**src/rtl/pc_unit.sv**
```systemverilog
// Program-counter unit: sequential, relative-branch, absolute-jump, call and
// return flow, with a circular return-address stack and sticky stack flags.
module pc_unit #(
  parameter int WIDTH         = 16,
  parameter int RESET_VECTOR  = 0,
  parameter int BRANCH_OFFSET = 2,
  parameter int RAS_DEPTH     = 4
) (
  input  logic                           clk,
  input  logic                           reset,
  input  logic                           stall,
  input  logic [2:0]                     op,
  input  logic [WIDTH-1:0]               target,
  output logic [WIDTH-1:0]               pc_count,
  output logic [WIDTH-1:0]               pc_branch,
  output logic [$clog2(RAS_DEPTH+1)-1:0] ras_count,
  output logic                           ras_overflow,
  output logic                           ras_underflow
);

  localparam int CW = $clog2(RAS_DEPTH + 1);
  localparam int PW = (RAS_DEPTH > 1) ? $clog2(RAS_DEPTH) : 1;

  typedef enum logic [2:0] {
    OP_SEQ  = 3'd0,
    OP_BREL = 3'd1,
    OP_JABS = 3'd2,
    OP_CALL = 3'd3,
    OP_RET  = 3'd4
  } op_t;

  // Circular pointer helpers; the stack index always stays below RAS_DEPTH.
  function automatic logic [PW-1:0] ptr_inc(input logic [PW-1:0] p);
    if (p == PW'(RAS_DEPTH - 1)) begin
      return {PW{1'b0}};
    end else begin
      return p + PW'(1);
    end
  endfunction

  function automatic logic [PW-1:0] ptr_dec(input logic [PW-1:0] p);
    if (p == {PW{1'b0}}) begin
      return PW'(RAS_DEPTH - 1);
    end else begin
      return p - PW'(1);
    end
  endfunction

  logic [WIDTH-1:0] pc_r;
  logic [WIDTH-1:0] ras_mem_r [RAS_DEPTH];
  logic [PW-1:0]    top_r;
  logic [CW-1:0]    cnt_r;
  logic             ovf_r;
  logic             unf_r;

  op_t              op_s;
  logic [WIDTH-1:0] pc_inc_s;
  logic [WIDTH-1:0] next_pc_s;
  logic [PW-1:0]    next_top_s;
  logic [PW-1:0]    push_idx_s;
  logic [CW-1:0]    next_cnt_s;
  logic             push_s;
  logic             ovf_set_s;
  logic             unf_set_s;
  logic             ras_full_s;
  logic             ras_empty_s;

  assign op_s        = op_t'(op);
  assign pc_inc_s    = pc_r + WIDTH'(1);
  assign push_idx_s  = ptr_inc(top_r);
  assign ras_full_s  = (cnt_r == CW'(RAS_DEPTH));
  assign ras_empty_s = (cnt_r == {CW{1'b0}});

  // Next-state selection for the PC, stack pointer, depth and flag set requests.
  always_comb begin
    next_pc_s  = pc_inc_s;
    next_top_s = top_r;
    next_cnt_s = cnt_r;
    push_s     = 1'b0;
    ovf_set_s  = 1'b0;
    unf_set_s  = 1'b0;
    case (op_s)
      OP_SEQ: begin
        next_pc_s = pc_inc_s;
      end
      OP_BREL: begin
        next_pc_s = pc_r + target;
      end
      OP_JABS: begin
        next_pc_s = target;
      end
      OP_CALL: begin
        push_s     = 1'b1;
        next_top_s = push_idx_s;
        next_pc_s  = target;
        // A full stack overwrites its oldest slot; depth stays saturated.
        if (ras_full_s) begin
          ovf_set_s  = 1'b1;
          next_cnt_s = cnt_r;
        end else begin
          next_cnt_s = cnt_r + CW'(1);
        end
      end
      OP_RET: begin
        if (ras_empty_s) begin
          unf_set_s = 1'b1;
          next_pc_s = pc_inc_s;
        end else begin
          next_pc_s  = ras_mem_r[top_r];
          next_top_s = ptr_dec(top_r);
          next_cnt_s = cnt_r - CW'(1);
        end
      end
      default: begin
        next_pc_s = pc_inc_s;
      end
    endcase
  end

  // PC, stack pointer, depth and sticky flags; reset beats stall beats op.
  always_ff @(posedge clk) begin
    if (reset) begin
      pc_r  <= WIDTH'(RESET_VECTOR);
      top_r <= PW'(RAS_DEPTH - 1);
      cnt_r <= {CW{1'b0}};
      ovf_r <= 1'b0;
      unf_r <= 1'b0;
    end else if (stall) begin
      pc_r  <= pc_r;
      top_r <= top_r;
      cnt_r <= cnt_r;
      ovf_r <= ovf_r;
      unf_r <= unf_r;
    end else begin
      pc_r  <= next_pc_s;
      top_r <= next_top_s;
      cnt_r <= next_cnt_s;
      ovf_r <= ovf_r | ovf_set_s;
      unf_r <= unf_r | unf_set_s;
    end
  end

  // Return-address storage; contents are don't-care after reset.
  always_ff @(posedge clk) begin
    if (!reset && !stall && push_s) begin
      ras_mem_r[push_idx_s] <= pc_inc_s;
    end
  end

  assign pc_count      = pc_r;
  assign pc_branch     = pc_r + WIDTH'(BRANCH_OFFSET);
  assign ras_count     = cnt_r;
  assign ras_overflow  = ovf_r;
  assign ras_underflow = unf_r;

endmodule

```
**config.mk**
```make
export PLATFORM = sky130hd
export DESIGN_NAME = pc_unit
export DESIGN_NICKNAME = d
export VERILOG_FILES = /design/src/rtl/pc_unit.sv
export SDC_FILE = /design/constraint.sdc
export NUM_CORES = 1
export LEC_CHECK = 0
export ABC_AREA = 1
export CORE_MARGIN = 4
export CORE_UTILIZATION = 50
export CTS_CLUSTER_DIAMETER = 40
export DETAILED_ROUTE_END_ITERATION = 16
export DONT_BUFFER_PORTS = 1
export GPL_TIMING_DRIVEN = 1
export PLACE_DENSITY = 0.73
export SKIP_CTS_REPAIR_TIMING = 1
export SLEW_MARGIN = 0
export SYNTH_ARGS = -nofsm -noshare
export SYNTH_HDL_FRONTEND = slang
export SYNTH_SLANG_ARGS = --single-unit
```
**constraint.sdc**
```tcl
create_clock -name clk -period 4.3 [get_ports clk]
set_input_delay 0.645 -clock clk [delete_from_list [all_inputs] [get_ports clk]]
set_output_delay 0.645 -clock clk [all_outputs]
set_load 0.1 [all_outputs]
```
# [Yosys cells after proc, flatten, opt, wreduce, memory -nomap -nowiden]
# Memory sizes are Yosys's and may differ from the RTL's. A register that Yosys moved wholly into a read port is not among the register bits.
# Cells that the tools add are included.
[word_totals] reg_bits=23 ramBits=64 in_bits=22 out_inout_bits=37 elab_cells=52 memories=1
[mem_list] name="ras_mem_r" words=4 width=16 read_ports=1 rd_clocked_by_memory_dff=1 wr=1 line_no="50" source="logic [WIDTH-1:0] ras_mem_r [RAS_DEPTH];"
[op_classes] n_addsub=7 eq_ne=8 muxes=18 bitwise_logic=3 reduce_logical=10
[op_table] cell="case mux 16 bit (3 select lines)" n=1
[op_table] cell="adder 16 x 1 -> 16 bit, second input constant" n=1
[op_table] cell="adder 16 bit" n=1
[op_table] cell="adder 16 x 2 -> 16 bit, second input constant" n=1
[op_table] cell="2-to-1 mux 16 bit" n=1
[op_table] cell="2-to-1 mux 2 bit" n=5
[op_table] cell="2-to-1 mux 1 bit" n=7
[op_table] cell="== test 3 x 2 -> 1 bit, second input constant" n=2
[op_table] cell="== test 3 bit, second input constant" n=2
[op_table] cell="2-to-1 mux 3 bit" n=2
[op_table] cell="case mux 3 bit (2 select lines)" n=1
[op_table] cell="inequality test 2 bit, second input constant" n=2
[op_table] cell="case mux 2 bit (2 select lines)" n=1
[op_table] cell="AND reduction 4 bit" n=1
[op_table] cell="adder 3 x 1 -> 3 bit, second input constant" n=1
[op_table] cell="== test 3 x 1 -> 1 bit, second input constant" n=1
[op_table] cell="zero test 3 bit" n=1
[op_table] cell="AND reduction 3 bit" n=1
[op_table] cell="subtractor 3 x 1 -> 3 bit, second input constant" n=1
[op_table] cell="adder 2 x 1 -> 2 bit, second input constant" n=1
[op_table] cell="== test 2 bit, second input constant" n=1
[op_table] cell="logical AND 1 bit" n=2
[op_table] cell="zero test 1 bit" n=2
[op_table] cell="zero test 2 bit" n=1
[op_table] cell="other kinds (5)" n=6

# [Depth between registers and ports, before layout]
# Gate-level depths: netlist of run 1.
[depth] depth_word=6 mapped_depth=11 mapped_depth_nobuf=11

# [Worst setup path before layout of run 1]
# Ideal clock, no wire load.
[synth_timing] kind="register -> output" from="register pc_r[1] (netlist: pc_count[1])" to="output port pc_branch[12]" t_arrival_ns=3.839 t_required_ns=3.655 path_slack_ns=-0.184 path_stages_with_launch=6 path_buffers=0 path_cell_list="dfxtp_1 > inv_1 > nor2_1 > nand3_1 > nor2_1 > xor2_1"
[synth_via] elab_chain_cells=1
[synth_rtl] item="start, declared" line_no="49" source="logic [WIDTH-1:0] pc_r;"
[synth_rtl] item="start signal, assigned" line_no="123" source="pc_r <= WIDTH'(RESET_VECTOR);"
[synth_rtl] item="start signal, assigned" line_no="129" source="pc_r <= pc_r;"
[synth_rtl] item="start signal, assigned" line_no="135" source="pc_r <= next_pc_s;"
[synth_rtl] item="adder 16 x 2 -> 16 bit" line_no="151" source="assign pc_branch = pc_r + WIDTH'(BRANCH_OFFSET);"
[synth_rtl] item="end, declared" line_no="15" source="output logic [WIDTH-1:0] pc_branch,"
# No other way between the ends.

# [Worst setup path after layout of run 1]
[layout_timing] from="register pc_r[4] (netlist: pc_count[4])" to="output port pc_branch[14]"
# Same word-level chain as after synthesis.

==> flow_results.org, run 1 <==
** Layout
- Share of the core filled with cells :: 0.5869
- After routing the design area is 6141 um^2.
- Highest-count cells in the layout ignoring fill and taps :: nand2_1, inv_1, nand3_1
- The final layout contains 757 nets.
- Most frequent standard cell in the layout excluding fill and tap cells :: nand2_1
- Count of inserted antenna diode cells :: 0
- Fill cells in the final layout number 984.
- Of the cells placed in the final design, the portion with a size suffix greater than 1 is 0.1383.
- Area growth from synthesis to layout :: 12.78%

** STA
- Number of slew-limit violations in the final report :: 0
- Worst-case clock skew :: 0.01096 ns
- Final-report setup violation count :: 0
- The final hold violation count is 0.
- In the finished design, the share of the clock period the worst path needs comes to 0.7279.
- Pin slew with the least headroom to its limit :: 1.052 ns
- Across all setup checks in the final design, the least slack found is 1.170 ns.
- The worst pin sits at a relative slew slack of 0.2979.
- The worst path needs 3.130 ns of the cycle, external delays included.
- Setup total negative slack :: 0 ns
- Setup repair after global routing missed its margin :: no
- Maximum achievable frequency :: 319.5 MHz

** Detailed routing
- Iteration-0 DRC count of the detailed router :: 414
- After detailed routing, the total wire length is 15040 um.
- Dividing the detail-routed via count by the number of cells gives 5.495.
- After detailed routing, the average wire length per cell comes to 17.65 um.
- Count of unresolved DRC violations after routing :: 0
- In this run the remaining antenna-violating nets after routing total 0.
- Detailed routing inserted a total of 4682 vias.
- The pre-antenna-repair detailed-routing pass consisted of 5 iterations.

** Yosys
- For this run, the register share of the synthesized area comes to 0.4449.
- The most used flip-flop cell after synthesis is edfxtp_1.
- Post-Syn Area :: 5445 um^2
- Netlist cell types :: 41
- Syn Inst Count :: 682
- The Yosys step of the flow raised 0 warnings.
- In this run, synthesis inferred 64 flip-flops with an integrated enable.
- Average cell area after synthesis :: 7.984 um^2
- Synthesis produced a netlist with a net count of 728.
- In this run, synthesis produced a sequential element count of 89.
- Post-synthesis async set-or-reset flop share :: 0

** CTS
- Worst-Skew Late Latency :: 0.36 ns
- CTS tree :: yes
- The root buffer cell chosen for the clock tree is clkbuf_8.
- Clock buffers created by TritonCTS :: 9
- Max clock buf depth :: 2
- Sinks on Clock Net :: 89
- The H-tree was split into 3 levels.
- Clock Pin Slew Worst Setup and Hold Paths :: 0.09 ns

** Worst setup path
- Timing startpoint of the critical path :: pc_count[4]
- Across all register-to-register paths, the minimum setup slack is 1.94 ns.
- Of all nets on the critical path, the largest fanout is 8.
- The startpoint identified for the worst register-to-register timing path is pc_count[6].
- STA classifies the critical path startpoint as a register.
- Start-to-end type of the worst setup path :: reg -> out
- Signal arrival time at the worst endpoint :: 2.48 ns
- In this run the critical register-to-register path is captured at pc_count[7].
- At the worst endpoint, the required time is 3.65 ns.
- The critical path ends at pc_branch[14].
- Depth of the worst register-to-register path :: 8
- The worst setup path is captured at an output port.

** Global routing
- Pin count of the biggest net entering global routing :: 37
- For this run the aggregate overflow at the end of global routing stands at 0.
- The number of antenna violations at the first check in global routing came to 0.
- Vias in the first global route :: 4612
- Overall routing resource usage :: 0.2436
- The first global-routing pass estimated 24330 um of wire.

** Power and ir drop
- Power spread over the standard cell area amounts to 350.6 nW/um^2.
- IR analysis of the VDD net gives a maximum drop of 0.1518 mV.
- Static leakage :: 2.689 nW

** Floorplanning
- Top-Level Pins :: 59
- The initialized floorplan defines 37 standard-cell rows.
- Die Y :: 112.4 um
- From left edge to right edge, the die measures 112.4 um.
- After floorplanning, the core was sized to cover 10460 um^2.
- The die covers 12620 um^2.
- Initial Utilization :: 0.5204

** Placement
- Post-DP Area :: 5918 um^2
- Pre-CTS setup slack :: 1.586 ns
- Once detailed placement completed, the half-perimeter wirelength came to 11340 um.
- Global placer's final weighted congestion :: 0.9145
- Buffers placed on the I/O ports in this run total 0.

** Worst hold path
- In this run the worst hold path is classified as in -> reg.

** Outcome
- Status :: finished, final reports clean

** Job
- Across the run, the number of max-cap violations was 0.
-- stage by stage --
stage               hold slack [ns]  total power [mW]  instances
global route                 0.3230             2.241        852
detailed placement           0.5668             1.519        836
finish                       0.3429             2.153        852
floorplan                    0.5485             1.398        682
CTS                          0.3261             2.161        852
global placement             0.5628             1.505        836
-- logic make-up (layout without fill, tap and decap cells) --
group           after synthesis  count (layout)  synth area share
simple gates                350             350            0.2852
buf+inv                     109             143           0.08088
xor+xnor                     23              23           0.03837
flops                        89              89            0.4449
fa+ha+maj                    24              24           0.05790
compound gates               87              87           0.09283
-- synthesized netlist by cell type, types with 6 or more instances --
master | number | area share
nor2_4 | 7 | 0.014
nand4_1 | 6 | 0.0069
nand2_2 | 8 | 0.0092
xor2_1 | 21 | 0.034
nor2_1 | 48 | 0.033
ha_1 | 22 | 0.051
nand2_1 | 192 | 0.13
inv_1 | 83 | 0.057
buf_2 | 9 | 0.0083
clkbuf_1 | 8 | 0.0055
a31oi_1 | 7 | 0.0080
edfxtp_1 | 64 | 0.35
o21ai_0 | 25 | 0.023
nand3_1 | 74 | 0.068
a21oi_1 | 35 | 0.032
dfxtp_1 | 25 | 0.092
-- critical path, cell delays in order (launching register included) --
cell     delay (ns)
dfxtp_1        0.32
buf_4          0.36
nand2_2        0.14
nor3_1         0.59
nand3_1        0.23
xor2_2         0.27
buf_12         0.21
-- registers in the layout, indices dropped and copies added, names as in the netlist, named ones only --
name and count:
top_r 2, ras_overflow 1, ras_count 3, pc_count 16
ras_mem_r 64, ras_underflow 1
-- worst min-delay path by stage --
stage,from,depth (start not counted),endpoint
finish,reset,1,ras_underflow
global route,reset,1,ras_overflow
CTS,reset,1,ras_underflow
detailed placement,pc_count[9],2,pc_count[9]
global placement,pc_count[9],2,pc_count[9]
floorplan,top_r[1],2,register
-- final cells by class --
type	instances	area (um^2)	area share
repair buffers	38	310.3	0.05053
inverters	89	335.3	0.05460
clock inverters	7	98.84	0.01610
flip-flops and latches	89	2424	0.3947
multi-input cells	484	2679	0.4362
clock buffers	9	123.9	0.02017
well taps	136	170.2	0.02771
-- layer usage --
| layer | part of all wire | GRT usage | vias up |
|---|---|---|---|
| met3 | 0.071 | 0.04906 | 35 |
| met1 | 0.42 | 0.3231 | 2173 |
| li1 | - | - | 2282 |
| met4 | 0.028 | 0.07051 | 0 |
| met2 | 0.48 | 0.4060 | 192 |
| met5 | 0 | 0 | - |
-- power by group --
part	total (mW)	switching, mW	internal (mW)
registers	0.960	0.0187	0.941
clock network	0.650	0.317	0.333
logic	0.544	0.416	0.128
(Power assumes the default switching activity.)
==> inputs of run 2 (changes only) <==
Clock period 4.3 ns to 3 ns, I/O delays scaled along.
==> run 2 against run 1 <==
  * Critical endpoint is now pc_branch[13]
  * Highest routed layer unchanged
  * Register-to-register slack worse by 1.2 ns
  * Final area rose by 3.3%
  * Largest cell class unchanged
  * Wire length down 3.1%
  * Critical path type unchanged
  * Clock power is 12% higher
==> flow_results.org, run 2 (synthesized netlist as in run 1, its figures left out) <==
** Power and ir drop
- The combinational cell fraction of total power was 0.275 (was 0.253).
- Pwr Total :: 2.924 mW (was 2.153 mW)
- The clock share of power came to 0.250 (was 0.302).
- The static leakage came to 2.736 nW (was 2.689 nW).
- Switching power share of the total :: 0.3568 (was 0.3491)
- Reported net switching power :: 1.043 mW (was 0.7517 mW)
- Internal power :: 1.881 mW (was 1.402 mW)
- Power per standard cell area :: 461.1 nW/um^2 (was 350.6 nW/um^2)
- Portion of total power attributed to sequential cells :: 0.474 (was 0.446)
- The worst ir drop on vdd came to 0.2207 mV (was 0.1518 mV).

** Detailed routing
- Iteration-0 DRC count of the detailed router :: 403 (was 414)
- The number of detailed-route iterations in the first pass was 5 (unchanged).
- The number of nets with antenna violations after routing came to 0 (unchanged).
- Via count of the routed design :: 4715 (was 4682)
- The total wire length came to 14570 um (was 15040 um).
- Average vias per placed instance :: 5.489 (was 5.495)
- The average detailed-routed wire length per instance was 16.96 um (was 17.65 um).
- Count of unresolved DRC violations after routing :: 0 (unchanged)

** Worst hold path
- Hold WC Path Type :: in -> reg (unchanged)

** STA
- Setup repair after global routing missed its margin: no (unchanged).
- Slew HR :: 0.3428 (was 0.2979)
- Setup total negative slack :: 0 ns (unchanged)
- Hold violation total from the final report :: 0 (unchanged)
- Final worst path period share :: 0.9272
- The slew at the pin closest to its max-slew limit came to 0.9844 ns (was 1.052 ns).
- Subtracting the final worst setup slack from the clock period gives 2.782 ns.
- Worst-case clock skew :: 0.007782 ns (was 0.01096 ns)
- The total of endpoints with negative setup slack in the final report came to 0 (unchanged).
- The final count of pins violating max slew was 0 (unchanged).
- Based on the critical path, the design can be clocked at up to 359.5 MHz.

** Floorplanning
- Initial Utilization :: 0.5204 (unchanged)
- Die Y :: 112.4 um (unchanged)
- The die area was 12620 um^2 (unchanged).
- Overall die width :: 112.4 um (unchanged)
- The count of boundary I/O pins came to 59 (unchanged).
- Core area :: 10460 um^2 (unchanged)
- Std cell rows :: 37 (unchanged)

** Layout
- Count of inserted antenna diode cells :: 0 (unchanged)
- Post-Layout Inst Area :: 6342 um^2 (was 6141 um^2)
- The number of nets in the finished design is 764 (was 757).
- Register containing the most flip-flops in the final layout :: ras_mem_r (unchanged)
- The flip-flop count of the largest register, all copies and words added is 64 (unchanged).
- Number of filler instances in the final layout :: 936 (was 984)
- Highest-count cells in the layout ignoring fill and taps: nand2_1, inv_1, nand3_1 (unchanged).
- Most frequent standard cell in the layout excluding fill and tap cells :: nand2_1 (unchanged)
- Area growth from synthesis to layout :: 16.48% (was 12.78%)
- The proportion of layout cells with a drive suffix above 1 is 0.1535 (was 0.1383).

** Placement
- Post-DP Area :: 6178 um^2 (was 5918 um^2)
- Buffers added on ports :: 0 (unchanged)
- Global placer's final weighted congestion :: 0.8909 (was 0.9145)
- Hpwl dp :: 11280 um (was 11340 um)

** CTS
- The clock tree from TritonCTS was yes (unchanged).
- The TritonCTS sink count is 89 (unchanged).
- Worst-Skew Late Latency :: 0.36 ns (about the same)
- The deepest clock path buffer count was 2 (unchanged).
- Clock buffers created by TritonCTS :: 9 (unchanged)
- The H-tree depth was 3 (unchanged).
- The clock transition time at the flip-flop clock pins of the worst setup and hold paths is 0.08 ns (was 0.09 ns).
- Clock root buffer :: clkbuf_8 (unchanged)

** Worst setup path
- Critical path data required time :: 2.55 ns (was 3.65 ns)
- The category of the most critical setup path is reg -> out (unchanged).
- Signal arrival time at the worst endpoint :: 2.33 ns (was 2.48 ns)
- The critical path startpoint category is a register (unchanged).
- Highest fanout seen on the critical path :: 5 (was 8)
- The type of element capturing the critical path was an output port (unchanged).

** Outcome
- Status :: finished, final reports clean (unchanged)

** Global routing
- The total routing usage reported by global routing came to 0.2360 (was 0.2436).
- Pin count of the biggest net entering global routing :: 36 (was 37)
- The number of antenna violations at the first check in global routing was 0 (unchanged).
- The via count of the first global-routing pass came to 4541 (was 4612).
- First-pass GRT wire length :: 23560 um (was 24330 um)
- The leftover overflow at the end of global routing was 0 (unchanged).

** Job
- The count of maximum capacitance violations is 0 (unchanged).
run 2: worst paths after layout:
| path | startpoint | end | slack [ns] | cells after the start |
|---|---|---|---|---|
| worst max-delay path | pc_count[1] | pc_branch[13] | 0.22 | 6 |
| worst min-delay path | reset | ras_overflow | 0.15 | 1 |
| worst max register to register | pc_count[6] | pc_count[7] | 0.77 | 8 |
| worst min register to register | pc_count[0] | pc_count[0] | 0.60 | 2 |
run 2: final cells by class:
type,instances,area (um^2),share of cell area
multi-input cells,484,2774,0.4374
repair buffers,45,462.9,0.07299
clock inverters,4,18.77,0.002959
flip-flops and latches,89,2432,0.3835
clock buffers,12,145.1,0.02288
inverters,89,339.1,0.05346
well taps,136,170.2,0.02683
run 2: power by group through the flow:
stage | combinational, mW | sequential, mW | clock (mW)
global placement | 0.784 | 1.41 | 0
global route | 0.869 | 1.39 | 0.791
CTS | 0.805 | 1.39 | 0.735
finish | 0.806 | 1.39 | 0.731
detailed placement | 0.803 | 1.42 | 0
floorplan | 0.475 | 1.55 | 0
run 2: layer usage:
metal | share of wire | vias to the layer above | track usage
li1 | - | 2307 | -
met1 | 0.42 | 2206 | 0.3135
met2 | 0.48 | 172 | 0.3822
met3 | 0.078 | 30 | 0.06146
met4 | 0.017 | 0 | 0.06971
met5 | 0 | - | 0
run 2: through the flow:
step                utilization  setup slack, ns  std cells  hold slack [ns]
floorplan                     -         -0.01123        682           0.5224
global placement         0.5905           0.6387        843           0.5238
detailed placement       0.5905           0.5910        843           0.5252
CTS                      0.6062           0.1944        859           0.1344
global route             0.6062          0.05319        859           0.1257
finish                   0.6062           0.2183        859           0.1495
run 2: critical path, stage by stage (launching register included):
cell     delay [ns]
dfxtp_4        0.39
ha_1           0.24
nand3_1        0.19
nor2_1         0.44
nand4_1        0.30
xor2_4         0.23
buf_12         0.19
==> inputs of run 3 (changes only) <==
Settings changed: SLEW_MARGIN 0 to not set.
==> results of run 3 <==
The final DEF is identical to that of run 2; final timing and power are the same.
